File: src/rtl/la_pkg.sv
// rtl/la_pkg.sv - shared types and trigger-config bit positions for the logic-analyzer capture controller
package la_pkg;

  typedef enum logic [2:0] {IDLE, PRE, ARMED, POST, DONE} cap_state_t;

  localparam int TRIG_RISE = 4;
  localparam int TRIG_FALL = 3;
  localparam int TRIG_HIGH = 2;
  localparam int TRIG_LOW  = 1;
  localparam int TRIG_DC   = 0;

endpackage

File: src/rtl/la_capture_ctrl_if.sv
// rtl/la_capture_ctrl_if.sv - command/status and RAM write bus between command logic and capture controller
interface la_capture_ctrl_if #(parameter int LOG2 = 9);

  logic            start;
  logic            stop;
  logic            clr_done;
  logic            continuous;
  logic [LOG2-1:0] trig_pos;
  logic            we;
  logic [LOG2-1:0] waddr;
  logic            armed;
  logic            triggered;
  logic            capture_done;
  logic [LOG2-1:0] rd_start_addr;

  modport master (
    output start, stop, clr_done, continuous, trig_pos,
    input  we, waddr, armed, triggered, capture_done, rd_start_addr
  );

  modport slave (
    input  start, stop, clr_done, continuous, trig_pos,
    output we, waddr, armed, triggered, capture_done, rd_start_addr
  );

endinterface

File: src/rtl/la_chan_trig.sv
// rtl/la_chan_trig.sv - single-channel level/edge trigger evaluation with its own previous-high flop
module la_chan_trig
  import la_pkg::*;
(
  input  logic       clk,
  input  logic       rst,
  input  logic       hi,
  input  logic       lo,
  input  logic [4:0] cfg,
  output logic       trig
);

  logic hi_prev;

  always_ff @(posedge clk or posedge rst) begin
    if (rst) hi_prev <= 1'b0;
    else     hi_prev <= hi;
  end

  assign trig = cfg[TRIG_DC]
              | (cfg[TRIG_RISE] & ~hi_prev &  hi)
              | (cfg[TRIG_FALL] &  hi_prev & ~hi)
              | (cfg[TRIG_HIGH] &  hi)
              | (cfg[TRIG_LOW]  & ~lo);

endmodule

File: src/rtl/la_capture_ctrl.sv
// rtl/la_capture_ctrl.sv - circular-RAM capture/trigger sequencer over NUM_CH channels
// Optional LA_TRIG_HOLDOFF_EN adds trig_holdoff, masking the trigger for N clocks after arming.
module la_capture_ctrl
  import la_pkg::*;
#(
  parameter int NUM_CH  = 5,
  parameter int ENTRIES = 384,
  parameter int LOG2    = 9
) (
  input  logic                clk,
  input  logic                rst,
  input  logic                wrt_smpl,
  input  logic [NUM_CH-1:0]   ch_hi,
  input  logic [NUM_CH-1:0]   ch_lo,
  input  logic [5*NUM_CH-1:0] ch_trig_cfg,
  input  logic                prot_trig,
  input  logic                prot_trig_dis,
`ifdef LA_TRIG_HOLDOFF_EN
  input  logic [15:0]         trig_holdoff,
`endif
  la_capture_ctrl_if.slave    bus
);

  localparam logic [LOG2-1:0] LAST = LOG2'(ENTRIES - 1);

  cap_state_t      state, state_nxt;
  logic [NUM_CH-1:0] ch_trig;
  logic            trig_all, trig_q, arm_q, hold_ok, trig_ok, we, restart;
  logic [LOG2-1:0] tp, waddr, waddr_inc, post_cnt, rd_addr;
  logic [LOG2:0]   smpl_cnt, pre_len;

  for (genvar i = 0; i < NUM_CH; i++) begin : g_ch
    la_chan_trig u_chan_trig (
      .clk  (clk),
      .rst  (rst),
      .hi   (ch_hi[i]),
      .lo   (ch_lo[i]),
      .cfg  (ch_trig_cfg[5*i +: 5]),
      .trig (ch_trig[i])
    );
  end

  assign trig_all  = (&ch_trig) & (prot_trig | prot_trig_dis);
  assign we        = wrt_smpl & (state inside {PRE, ARMED, POST});
  assign waddr_inc = (waddr == LAST) ? '0 : waddr + LOG2'(1);
  assign pre_len   = (LOG2+1)'(ENTRIES) - {1'b0, tp};
  assign restart   = bus.start & ~bus.stop;

`ifdef LA_TRIG_HOLDOFF_EN
  logic [15:0] hold_cnt;
  assign hold_ok = (hold_cnt == 16'd0);
`else
  assign hold_ok = 1'b1;
`endif

  // arm_q drops the registered trigger from the arming edge itself
  assign trig_ok = trig_q & arm_q & hold_ok;

  always_comb begin
    state_nxt = state;
    case (state)
      IDLE:  state_nxt = IDLE;
      PRE:   if (we && (smpl_cnt + (LOG2+1)'(1) == pre_len)) state_nxt = ARMED;
      ARMED: if (trig_ok) state_nxt = POST;
      POST:  if ((tp == '0) || (we && (post_cnt + LOG2'(1) == tp))) state_nxt = DONE;
      DONE:  if (bus.clr_done) state_nxt = bus.continuous ? PRE : IDLE;
      default: state_nxt = IDLE;
    endcase
    if (bus.start) state_nxt = PRE;
    if (bus.stop)  state_nxt = IDLE;
  end

  always_ff @(posedge clk or posedge rst) begin
    if (rst) begin
      state    <= IDLE;
      trig_q   <= 1'b0;
      arm_q    <= 1'b0;
      tp       <= '0;
      waddr    <= '0;
      smpl_cnt <= '0;
      post_cnt <= '0;
      rd_addr  <= '0;
    end else begin
      state  <= state_nxt;
      trig_q <= trig_all;
      arm_q  <= (state == ARMED);
      if (restart) tp <= (bus.trig_pos >= LAST) ? LAST : bus.trig_pos;
      if (we) waddr <= waddr_inc;
      if (restart) waddr <= '0;
      if (state_nxt == PRE && (state != PRE || restart)) smpl_cnt <= '0;
      else if (state == PRE && we)                        smpl_cnt <= smpl_cnt + (LOG2+1)'(1);
      if (state != POST) post_cnt <= '0;
      else if (we)       post_cnt <= post_cnt + LOG2'(1);
      // next write slot is the oldest sample once the ring has been filled
      if (state == POST && state_nxt == DONE) rd_addr <= we ? waddr_inc : waddr;
    end
  end

`ifdef LA_TRIG_HOLDOFF_EN
  always_ff @(posedge clk or posedge rst) begin
    if (rst)                                        hold_cnt <= 16'd0;
    else if (state_nxt == ARMED && state != ARMED)  hold_cnt <= trig_holdoff;
    else if (state == ARMED && hold_cnt != 16'd0)   hold_cnt <= hold_cnt - 16'd1;
  end
`endif

  assign bus.we            = we;
  assign bus.waddr         = waddr;
  assign bus.armed         = (state == ARMED);
  assign bus.triggered     = (state == POST);
  assign bus.capture_done  = (state == DONE);
  assign bus.rd_start_addr = rd_addr;

endmodule
File: src/flat_wrapper.sv
// flat-port wrapper written by rule: the top's interface ports become plain ports
module la_capture_ctrl_flat import la_pkg::*;
#(
  parameter int NUM_CH  = 5,
  parameter int ENTRIES = 384,
  parameter int LOG2    = 9
)
  (clk, rst, wrt_smpl, ch_hi, ch_lo, ch_trig_cfg, prot_trig, prot_trig_dis, bus_start, bus_stop, bus_clr_done, bus_continuous, bus_trig_pos, bus_we, bus_waddr, bus_armed, bus_triggered, bus_capture_done, bus_rd_start_addr);
  la_capture_ctrl_if #(.LOG2(LOG2)) bus_i ();
  input  logic clk;
  input  logic rst;
  input  logic wrt_smpl;
  input  logic [NUM_CH-1:0] ch_hi;
  input  logic [NUM_CH-1:0] ch_lo;
  input  logic [5*NUM_CH-1:0] ch_trig_cfg;
  input  logic prot_trig;
  input  logic prot_trig_dis;
  input wire logic [$bits(bus_i.start)-1:0] bus_start;
  input wire logic [$bits(bus_i.stop)-1:0] bus_stop;
  input wire logic [$bits(bus_i.clr_done)-1:0] bus_clr_done;
  input wire logic [$bits(bus_i.continuous)-1:0] bus_continuous;
  input wire logic [$bits(bus_i.trig_pos)-1:0] bus_trig_pos;
  output wire logic [$bits(bus_i.we)-1:0] bus_we;
  output wire logic [$bits(bus_i.waddr)-1:0] bus_waddr;
  output wire logic [$bits(bus_i.armed)-1:0] bus_armed;
  output wire logic [$bits(bus_i.triggered)-1:0] bus_triggered;
  output wire logic [$bits(bus_i.capture_done)-1:0] bus_capture_done;
  output wire logic [$bits(bus_i.rd_start_addr)-1:0] bus_rd_start_addr;
  assign bus_i.start = bus_start;
  assign bus_i.stop = bus_stop;
  assign bus_i.clr_done = bus_clr_done;
  assign bus_i.continuous = bus_continuous;
  assign bus_i.trig_pos = bus_trig_pos;
  assign bus_we = bus_i.we;
  assign bus_waddr = bus_i.waddr;
  assign bus_armed = bus_i.armed;
  assign bus_triggered = bus_i.triggered;
  assign bus_capture_done = bus_i.capture_done;
  assign bus_rd_start_addr = bus_i.rd_start_addr;
  la_capture_ctrl #(.NUM_CH(NUM_CH), .ENTRIES(ENTRIES), .LOG2(LOG2)) u_core (.clk(clk), .rst(rst), .wrt_smpl(wrt_smpl), .ch_hi(ch_hi), .ch_lo(ch_lo), .ch_trig_cfg(ch_trig_cfg), .prot_trig(prot_trig), .prot_trig_dis(prot_trig_dis), .bus(bus_i));
endmodule
File: config.mk
export PLATFORM = sky130hd
export DESIGN_NAME = la_capture_ctrl_flat
export DESIGN_NICKNAME = d
export VERILOG_FILES = /design/src/rtl/la_pkg.sv /design/src/rtl/la_capture_ctrl_if.sv /design/src/rtl/la_chan_trig.sv /design/src/rtl/la_capture_ctrl.sv /design/src/flat_wrapper.sv
export SDC_FILE = /design/constraint.sdc
export NUM_CORES = 1
export LEC_CHECK = 0
export CORE_MARGIN = 1
export CORE_UTILIZATION = 46
export DETAILED_ROUTE_END_ITERATION = 7
export PLACE_DENSITY = 0.82
export SYNTH_ARGS = -nofsm -noshare
export SYNTH_HDL_FRONTEND = slang
export SYNTH_SLANG_ARGS = --single-unit
export TNS_END_PERCENT = 5
File: constraint.sdc
create_clock -name clk -period 2.3 [get_ports clk]
set_clock_uncertainty 0.05 [all_clocks]
set_input_delay 0.345 -clock clk [delete_from_list [all_inputs] [get_ports clk]]
set_output_delay 0.345 -clock clk [all_outputs]
set_load 0.02 [all_outputs]
==> summary.md, run 1 <==
| Metric | Value |
|---|---|
| Status | `finished with violations` |
| Failing checks | `negative setup slack` |
| Ys Warns | `0` |
| Min cycle time layout | `2470 ps` |
| Met3 usage in global routing | `3.98%` |
| Initial antenna violation count | `0` |
| DR vias | `3059` |
| CP required | `2460 ps` |
| Flip-flop and latch count after synthesis | `56` |
| CP max FO | `6` |
| Max cap viols | `0` |
| EDFF count, synth | `0` |
| Area Overhead vs Synth | `39.4%` |
| Routability cong. | `0.940` |
| Int Pwr | `1580 uW` |
| Core ar. | `0.00691 mm2` |
| Leak pwr | `0.00190 uW` |
| Crit-path cells | `ha_4 > nand4_1 > o21ai_1 > o211ai_1 > or4_4 > o21ai_4 > nand3_4 > mux2_2` |
| Main combinational cell family by area after synthesis | `simple AND/OR/NAND/NOR gates` |
| Power Total | `2260 uW` |
| Switching share of total power | `30.2%` |
| Adder-Cell Fraction of Synth Area | `1.50%` |
| Setup_tns | `-1590 ps` |
| Final WL | `8.75 mm` |
| Tot GR Track Use | `24.1%` |
| CTS tree | `built` |
| Clock sink count | `56` |
| Grt total ovfl | `0` |
| Number of nets in the layout | `521` |
| CTS Buf Count | `5` |
| H-tree depth | `2` |
| Post-route setup slack | `-170 ps` |
| VDD IR max | `0.303 mV` |
| Post-synthesis compound-gate area fraction | `13.9%` |
| Largest net degree at the start of global routing | `24` |
| Setup CP Type | `register to register` |
| Cells after synthesis | `351` |
| Final setup fails | `12` |
| WL/cell | `15.6 um` |
| 1st-iter DRT viols | `143` |
| Part of the cycle the worst path needs | `107%` |
| Slowest stage cell, crit path | `or4_4` |
| Post-Synth XOR/XNOR Area | `13.2%` |
| CP Launch Type | `register` |
| Max incr delay on CP | `570 ps` |
| Gr busiest metal | `met2` |
| Combinational share of power | `26.0%` |
| Clock input transition at the sequential cells of the worst setup and hold paths | `110 ps` |
| Chip Height | `87.1 um` |
| Syn Std Cell Area | `0.00333 mm2` |
| Drc violations | `0` |
| Sequential power share | `49.0%` |
| Port Buf Inserts | `74` |
| Part of the power in the clock network | `25.0%` |
| Fraction of layout cells with a size suffix above 1 | `17.4%` |
| Maximum clock rate | `405 MHz` |
| Num ports | `75` |
| Root Driver | `clkbuf_8` |
| RSZ-0062 raised after global routing | `true` |
| Slew Viols, Final | `0` |
| Async set-or-reset flop fraction in the synthesized netlist | `100%` |
| Pwr dens | `487 mW/mm2` |
| Routed vias/inst | `5.45` |
| Sequential area share after synthesis | `42.1%` |
| Hold Buf Count CTS | `0` |
| Worst setup EP type | `register` |
| GRT met1 Usage | `29.1%` |
| First-pass GRT wire length | `14.4 mm` |
| Multiplexer area fraction after synthesis | `3.65%` |
| 1st-pass router iterations | `5` |
| Post-Synth Simple-Gate Area | `21.8%` |
| Min-Delay Path Class | `primary input to asynchronous set/reset pin` |
| Row count | `30` |
| DIE WIDTH | `87.1 um` |
| Synth Area per Inst | `9.48 um2` |
| Syn_nets | `408` |
| Die area | `0.00758 mm2` |
| Vias in the first global route | `3126` |
| Data arrival time of the critical path | `2630 ps` |
| # diodes | `0` |
| GR Util met2 | `43.3%` |
| Initial Utilization | `48.2%` |
| Worst-Skew Late Latency | `310 ps` |
| Switching pwr | `681 uW` |
| Max-slew headroom | `59.4%` |
| Tightest Pin Transition | `607 ps` |
| Netlist cell types | `54` |
| Ys flop type | `dfrtp_1` |
| HPWL Detailed | `6.64 mm` |
| Worst-case clock buffer depth | `2` |
| Routed Antenna Nets | `0` |
| Number of hold violations in the final report | `0` |
| Post-CTS Setup Inserts | `0` |
[logic make-up (layout without fill, tap and decap cells)]
| family | Yosys count | in the layout |
|---|---|---|
| AND/OR/NAND/NOR | 138 | 139 |
| XOR/XNOR | 50 | 50 |
| adder cells (fa/ha/maj) | 4 | 4 |
| buffers and inverters | 27 | 140 |
| AO/OA/AOI/OAI | 65 | 65 |
| multiplexers | 11 | 11 |
| flip-flops | 56 | 56 |
[state kept, by name, summed over array words and instances (netlist names)]
signal                           flops
u_core.arm_q                         1
u_core.tp                            9
u_core.bus.rd_start_addr             9
u_core.trig_q                        1
u_core.state                         3
u_core.g_ch.u_chan_trig.hi_prev      5
u_core.bus.waddr                     9
u_core.smpl_cnt                     10
u_core.post_cnt                      9
[worst paths after layout]
kind,start,to,slack [ps],cells after the start
max,u_core.post_cnt[1],u_core.bus.rd_start_addr[4],-170,8
min,rst,u_core.smpl_cnt[1],310,2
max reg2reg,u_core.post_cnt[1],u_core.bus.rd_start_addr[4],-170,8
min reg2reg,u_core.bus.rd_start_addr[5],u_core.bus.rd_start_addr[5],460,1
max in group asynchronous,rst,u_core.tp[0],1220,3
min in group clk,ch_hi[2],u_core.g_ch[2].u_chan_trig.hi_prev,450,1
[power by group through the flow]
stage | combinational (uW) | clock [uW] | sequential [uW]
detailed placement | 575 | 0 | 1120
global route | 643 | 624 | 1120
floorplan | 297 | 0 | 1120
finish | 588 | 564 | 1110
CTS | 584 | 581 | 1110
global placement | 561 | 0 | 1120
[area by class of cell]
cell class	instances	area, um2
Fill cell	538	2270
Multi-Input combinational cell	269	1870
Sequential cell	56	1410
Timing Repair Buffer	118	1080
Tap cell	96	120
Clock buffer	5	68.8
Inverter	14	65.1
Clock inverter	3	23.8
[timing repair]
| item | in CTS | in global routing |
|---|---|---|
| setup endpoints to repair | 13 | 13 |
| pin swaps | 3 | 4 |
| hold endpoints to repair | 0 | 0 |
| gates resized for setup | 10 | 6 |
| gates cloned | 0 | 1 |
[layout by cell type (no fill, tap or decap), types with 12 or more instances in the layout]
master	n
clkdlybuf4s50_1	71
dfrtp_1	53
buf_4	43
nor2_1	34
xnor2_1	31
nand2_1	26
nand3_1	21
xor2_1	19
o21ai_0	14
inv_1	12
[synthesized netlist by cell type (2+ instances only)]
master	number	area [um2]
a211oi_1	3	22.5
a21boi_0	9	67.6
a21oi_1	7	35.0
a221oi_1	2	17.5
a32oi_1	3	26.3
and2_1	6	37.5
and4_1	2	17.5
and4b_1	2	20.0
buf_2	3	15.0
clkbuf_1	8	30.0
dfrtp_1	56	1400
ha_1	4	50.1
inv_1	13	48.8
mux2_2	9	101
mux2i_1	2	20.0
nand2_1	26	97.6
nand3_1	22	110
nand3b_1	5	37.5
nand4_1	6	37.5
nor2_1	34	128
nor2b_1	11	68.8
nor3_1	4	20.0
nor3b_1	2	15.0
nor4_1	3	18.8
nor4b_1	2	17.5
o211ai_1	6	45.0
o21ai_0	15	75.1
o22a_1	7	61.3
o32ai_1	2	17.5
or2_2	2	12.5
or3_1	2	12.5
or4_1	3	22.5
xnor2_1	31	272
xor2_1	19	166
[worst max-delay path: cells and delay by family (launching register included)]
family	cells	cell delay [ps]
compound gates	3	570
fa+ha+maj	1	180
flops	1	400
mux	1	300
simple gates	3	880
[per-layer routing]
metal | vias to the layer above | share of wire (%)
met1 | 1491 | 42
li1 | 1465 | -
met4 | 0 | 1.8
met3 | 16 | 3.9
met2 | 87 | 52
met5 | - | 0
[per-stage QoR]
stage / hold slack, ps / std cells / cell area [um2] / worst slack (ps) / utilization [%]
2_1_floorplan: 326 / 351 / 3340 / -76.6 / -
3_3_place_gp: 439 / 552 / 4480 / -458 / 64.9
3_5_place_dp: 447 / 552 / 4480 / -486 / 64.9
4_1_cts: 322 / 560 / 4600 / -116 / 66.6
5_1_grt: 350 / 561 / 4640 / -294 / 67.2
6_report: 306 / 561 / 4640 / -170 / 67.2
Note: power is estimated with default switching activity, not from simulation.
==> run 2: changes to the inputs <==
--- a/config.mk
+++ b/config.mk
@@ -11,5 +11,6 @@
 export PLACE_DENSITY = 0.82
 export SYNTH_ARGS = -nofsm -noshare
 export SYNTH_HDL_FRONTEND = slang
+export SYNTH_HIERARCHICAL = 1
 export SYNTH_SLANG_ARGS = --single-unit
 export TNS_END_PERCENT = 5
==> summary.md, run 2 <==
| Metric | Value |
|---|---|
| Root Driver | `clkbuf_8 (unchanged)` |
| Async set-or-reset flop fraction in the synthesized netlist | `100% (unchanged)` |
| Part of the cycle the worst path needs | `104% (was 107%)` |
| Drc violations | `0 (unchanged)` |
| Final setup fails | `3 (was 12)` |
| Row count | `30 (unchanged)` |
| CTS tree | `built (unchanged)` |
| Vias in the first global route | `3247 (was 3126)` |
| Max incr delay on CP | `440 ps (was 570 ps)` |
| Syn Std Cell Area | `0.00338 mm2 (was 0.00333 mm2)` |
| Grt total ovfl | `0 (unchanged)` |
| Clock sink count | `56 (unchanged)` |
| DIE WIDTH | `87.7 um (was 87.1 um)` |
| Largest net degree at the start of global routing | `38 (was 24)` |
| DR vias | `3064 (was 3059)` |
| Data arrival time of the critical path | `2540 ps (was 2630 ps)` |
| Initial antenna violation count | `0 (unchanged)` |
| Biggest register | `u_core/smpl_cnt (was u_core.smpl_cnt)` |
| Routed Antenna Nets | `0 (unchanged)` |
| HPWL Detailed | `6.69 mm (was 6.64 mm)` |
| Core ar. | `0.00694 mm2 (was 0.00691 mm2)` |
| Netlist cell types | `54 (unchanged)` |
| Min-Delay Path Class | `primary input to asynchronous set/reset pin (unchanged)` |
| Final core occ | `68.1% (was 67.2%)` |
| H-tree depth | `2 (unchanged)` |
| RSZ-0062 raised after global routing | `true (unchanged)` |
| Wire length on met2 | `4.48 mm (was 4.59 mm)` |
| Number of nets in the layout | `531 (was 521)` |
| Leak pwr | `0.00209 uW (was 0.00190 uW)` |
| CP max FO | `4 (was 6)` |
| Hold Slack | `253 ps (was 306 ps)` |
| Power Total | `2140 uW (was 2260 uW)` |
| Pwr dens | `453 mW/mm2 (was 487 mW/mm2)` |
| Port Buf Inserts | `74 (unchanged)` |
| Routed vias/inst | `5.37 (was 5.45)` |
| Post-route setup slack | `-93.3 ps (was -170 ps)` |
| Final Non-Filler Cells | `571 (was 561)` |
| Crit-path cells | `inv_1 > ha_1 > or3b_4 > xnor2_2 > xnor2_1 > nand4_1 > or4_4 > a31oi_4 > a2111oi_1 (was ha_4 > nand4_1 > o21ai_1 > o211ai_1 > or4_4 > o21ai_4 > nand3_4 > mux2_2)` |
| Area contributors post-synth | `dfrtp_1 42%, xnor2_1 7.5%, xor2_1 6.2%, nor2_1 4.1%, nand2_1 3.1% (was dfrtp_1 42%, xnor2_1 8.2%, xor2_1 5.0%, nor2_1 3.8%, nand3_1 3.3%)` |
| Num ports | `75 (unchanged)` |
| Cells after synthesis | `365 (was 351)` |
| Max cap viols | `0 (unchanged)` |
| Most common cell after layout, fill and taps aside | `clkdlybuf4s50_1 (unchanged)` |
| 1st-iter DRT viols | `129 (was 143)` |
| Synth area leader | `dfrtp_1 (unchanged)` |
| Initial Utilization | `48.6% (was 48.2%)` |
| Slowest stage cell, crit path | `or4_4 (unchanged)` |
| Area Overhead vs Synth | `40.0% (was 39.4%)` |
| Routability cong. | `0.924 (was 0.940)` |
| DR WL met3 | `474 um (was 344 um)` |
| Worst-Skew Late Latency | `320 ps (was 310 ps)` |
| Top-count cell post-synth | `dfrtp_1 (unchanged)` |
| Ys Warns | `6 (was 0)` |
| First-pass GRT wire length | `14.5 mm (was 14.4 mm)` |
| Sequential area share after synthesis | `41.5% (was 42.1%)` |
| Chip Height | `87.7 um (was 87.1 um)` |
| CTS Buf Count | `5 (unchanged)` |
| Synth top area share | `41.5% (was 42.1%)` |
| EDFF count, synth | `0 (unchanged)` |
| Max FFs per register | `10 (unchanged)` |
| Maximum clock rate | `418 MHz (was 405 MHz)` |
| Failing checks | `negative setup slack (unchanged)` |
| Cell family with most CP delay | `simple AND/OR/NAND/NOR gates (unchanged)` |
| VDD IR max | `0.282 mV (was 0.303 mV)` |
| Worst-case clock buffer depth | `2 (unchanged)` |
| Min cycle time layout | `2390 ps (was 2470 ps)` |
| Flip-flop and latch count after synthesis | `56 (unchanged)` |
| Fillcell total | `523 (was 538)` |
| Slew Viols, Final | `0 (unchanged)` |
| Critical path buffer and inverter count | `1 (was 0)` |
| Synth Area per Inst | `9.25 um2 (was 9.48 um2)` |
| Commonest cells after routing, fill and taps aside | `72 x clkdlybuf4s50_1, 55 x dfrtp_1, 39 x buf_4 (was 71 x clkdlybuf4s50_1, 53 x dfrtp_1, 43 x buf_4)` |
| Status | `finished with violations (unchanged)` |
| Reg2Reg Setup Slack | `-90 ps (was -170 ps)` |
| Synth cell count leaders | `56 x dfrtp_1, 37 x nor2_1, 29 x xnor2_1 (was 56 x dfrtp_1, 34 x nor2_1, 31 x xnor2_1)` |
| Setup Slack @ Placement | `-316 ps (was -486 ps)` |
| Clock input transition at the sequential cells of the worst setup and hold paths | `110 ps (about the same)` |
| Fraction of layout cells with a size suffix above 1 | `16.6% (was 17.4%)` |
| WL/cell | `15.2 um (was 15.6 um)` |
| Die area | `0.00769 mm2 (was 0.00758 mm2)` |
| Setup CP Type | `register to register (unchanged)` |
| CP required | `2450 ps (was 2460 ps)` |
| # diodes | `0 (unchanged)` |
| CP Launch Type | `register (unchanged)` |
| Tightest Pin Transition | `415 ps (was 607 ps)` |
| Ys flop type | `dfrtp_1 (unchanged)` |
| Max-slew headroom | `72.3% (was 59.4%)` |
| WL met1 | `3.49 mm (was 3.66 mm)` |
| Top Layer Used | `met4 (unchanged)` |
| Tot GR Track Use | `24.5% (was 24.1%)` |
| Final WL | `8.69 mm (was 8.75 mm)` |
| Worst setup EP type | `register (unchanged)` |
| DP Cell Count | `562 (was 552)` |
| Number of hold violations in the final report | `0 (unchanged)` |
| 1st-pass router iterations | `4 (was 5)` |
| Syn_nets | `422 (was 408)` |
-- run 2: changes by cell type after synthesis, moves of 7 or more --
cell / before / now
nand3_1: 22 / 8
mux2i_1: 2 / 10
a21boi_0: 9 / 1
and3_1: 1 / 10
nor3_1: 4 / 14
a21oi_1: 7 / 14
mux2_2: 9 / 2
o21ai_0: 15 / 6
inv_1: 13 / 24
-- run 2: where the power goes --
part,switching [uW],internal [uW]
Combinational,220,271
Sequential,59.5,1030
Clock,341,217
Total,621,1520
-- run 2: area by class of cell --
type | instances | area [um2] | area share (%)
clock inverters | 3 | 21.3 | 0.450
inverters | 24 | 90.1 | 1.91
repair buffers | 117 | 1100 | 23.3
flip-flops and latches | 56 | 1400 | 29.7
multi-input cells | 270 | 1920 | 40.7
well taps | 96 | 120 | 2.54
clock buffers | 5 | 68.8 | 1.46
-- run 2: path summary, 6_finish.rpt --
| kind | startpoint | endpoint | cells after the start |
|---|---|---|---|
| min | rst | u_core/g_ch[0].u_chan_trig/hi_prev | 2 |
| max | u_core/tp[0] | u_core/state[0] | 9 |
| max in group asynchronous | rst | u_core/bus.waddr[0] | 3 |
| max reg2reg | u_core/tp[0] | u_core/state[0] | 9 |
| min in group clk | ch_hi[0] | u_core/g_ch[0].u_chan_trig/hi_prev | 1 |
| min reg2reg | u_core/bus.rd_start_addr[1] | u_core/bus.rd_start_addr[1] | 2 |
-- run 2: worst register-to-register path, delay by kind of cell, from the launching register on --
| family | cells | cell delay [ps] |
|---|---|---|
| DFF | 1 | 410 |
| adders and majority gates | 1 | 150 |
| buffers and inverters | 1 | 60 |
| AOI/OAI and AO/OA | 2 | 320 |
| xor gates and xnor gates | 2 | 300 |
| and+or+nand+nor | 3 | 990 |
-- run 2: cells by family after synthesis --
group                    after synthesis  synth area share, %
AND/OR/NAND/NOR                      145                 23.0
flip-flops                            56                 41.5
AO/OA/AOI/OAI                         54                 10.9
XOR/XNOR                              53                 13.8
buffers and inverters                 39                 4.82
multiplexers                          14                 4.52
adder cells (fa/ha/maj)                4                 1.48
-- run 2: per-layer routing --
metal	track usage [%]	up-vias
met5	0	-
met4	10.7	0
met3	5.94	18
met2	44.3	97
met1	27.5	1475
li1	-	1474
-- run 2: stage by stage --
stage	area, um2	setup TNS [ps]
2_1_floorplan	3390	-24.8
3_3_place_gp	4510	-2440
3_5_place_dp	4510	-4210
4_1_cts	4650	-557
5_1_grt	4730	-996
6_report	4730	-183
-- run 2: timing repair --
action,CTS,global route
endpoints found under the setup margin,23,24
pin swaps,3,2
hold buffers,0,0
gates resized for setup,12,13
buffers inserted,0,1
cloned,0,0
==> run 3: changes to the inputs <==
--- a/config.mk
+++ b/config.mk
@@ -9,6 +9,7 @@
 export CORE_UTILIZATION = 46
 export DETAILED_ROUTE_END_ITERATION = 7
 export PLACE_DENSITY = 0.82
+export SLEW_MARGIN = 20
 export SYNTH_ARGS = -nofsm -noshare
 export SYNTH_HDL_FRONTEND = slang
 export SYNTH_HIERARCHICAL = 1
==> results of run 3 <==
Same layout as run 2: the final DEF is identical, and so are final timing and power.
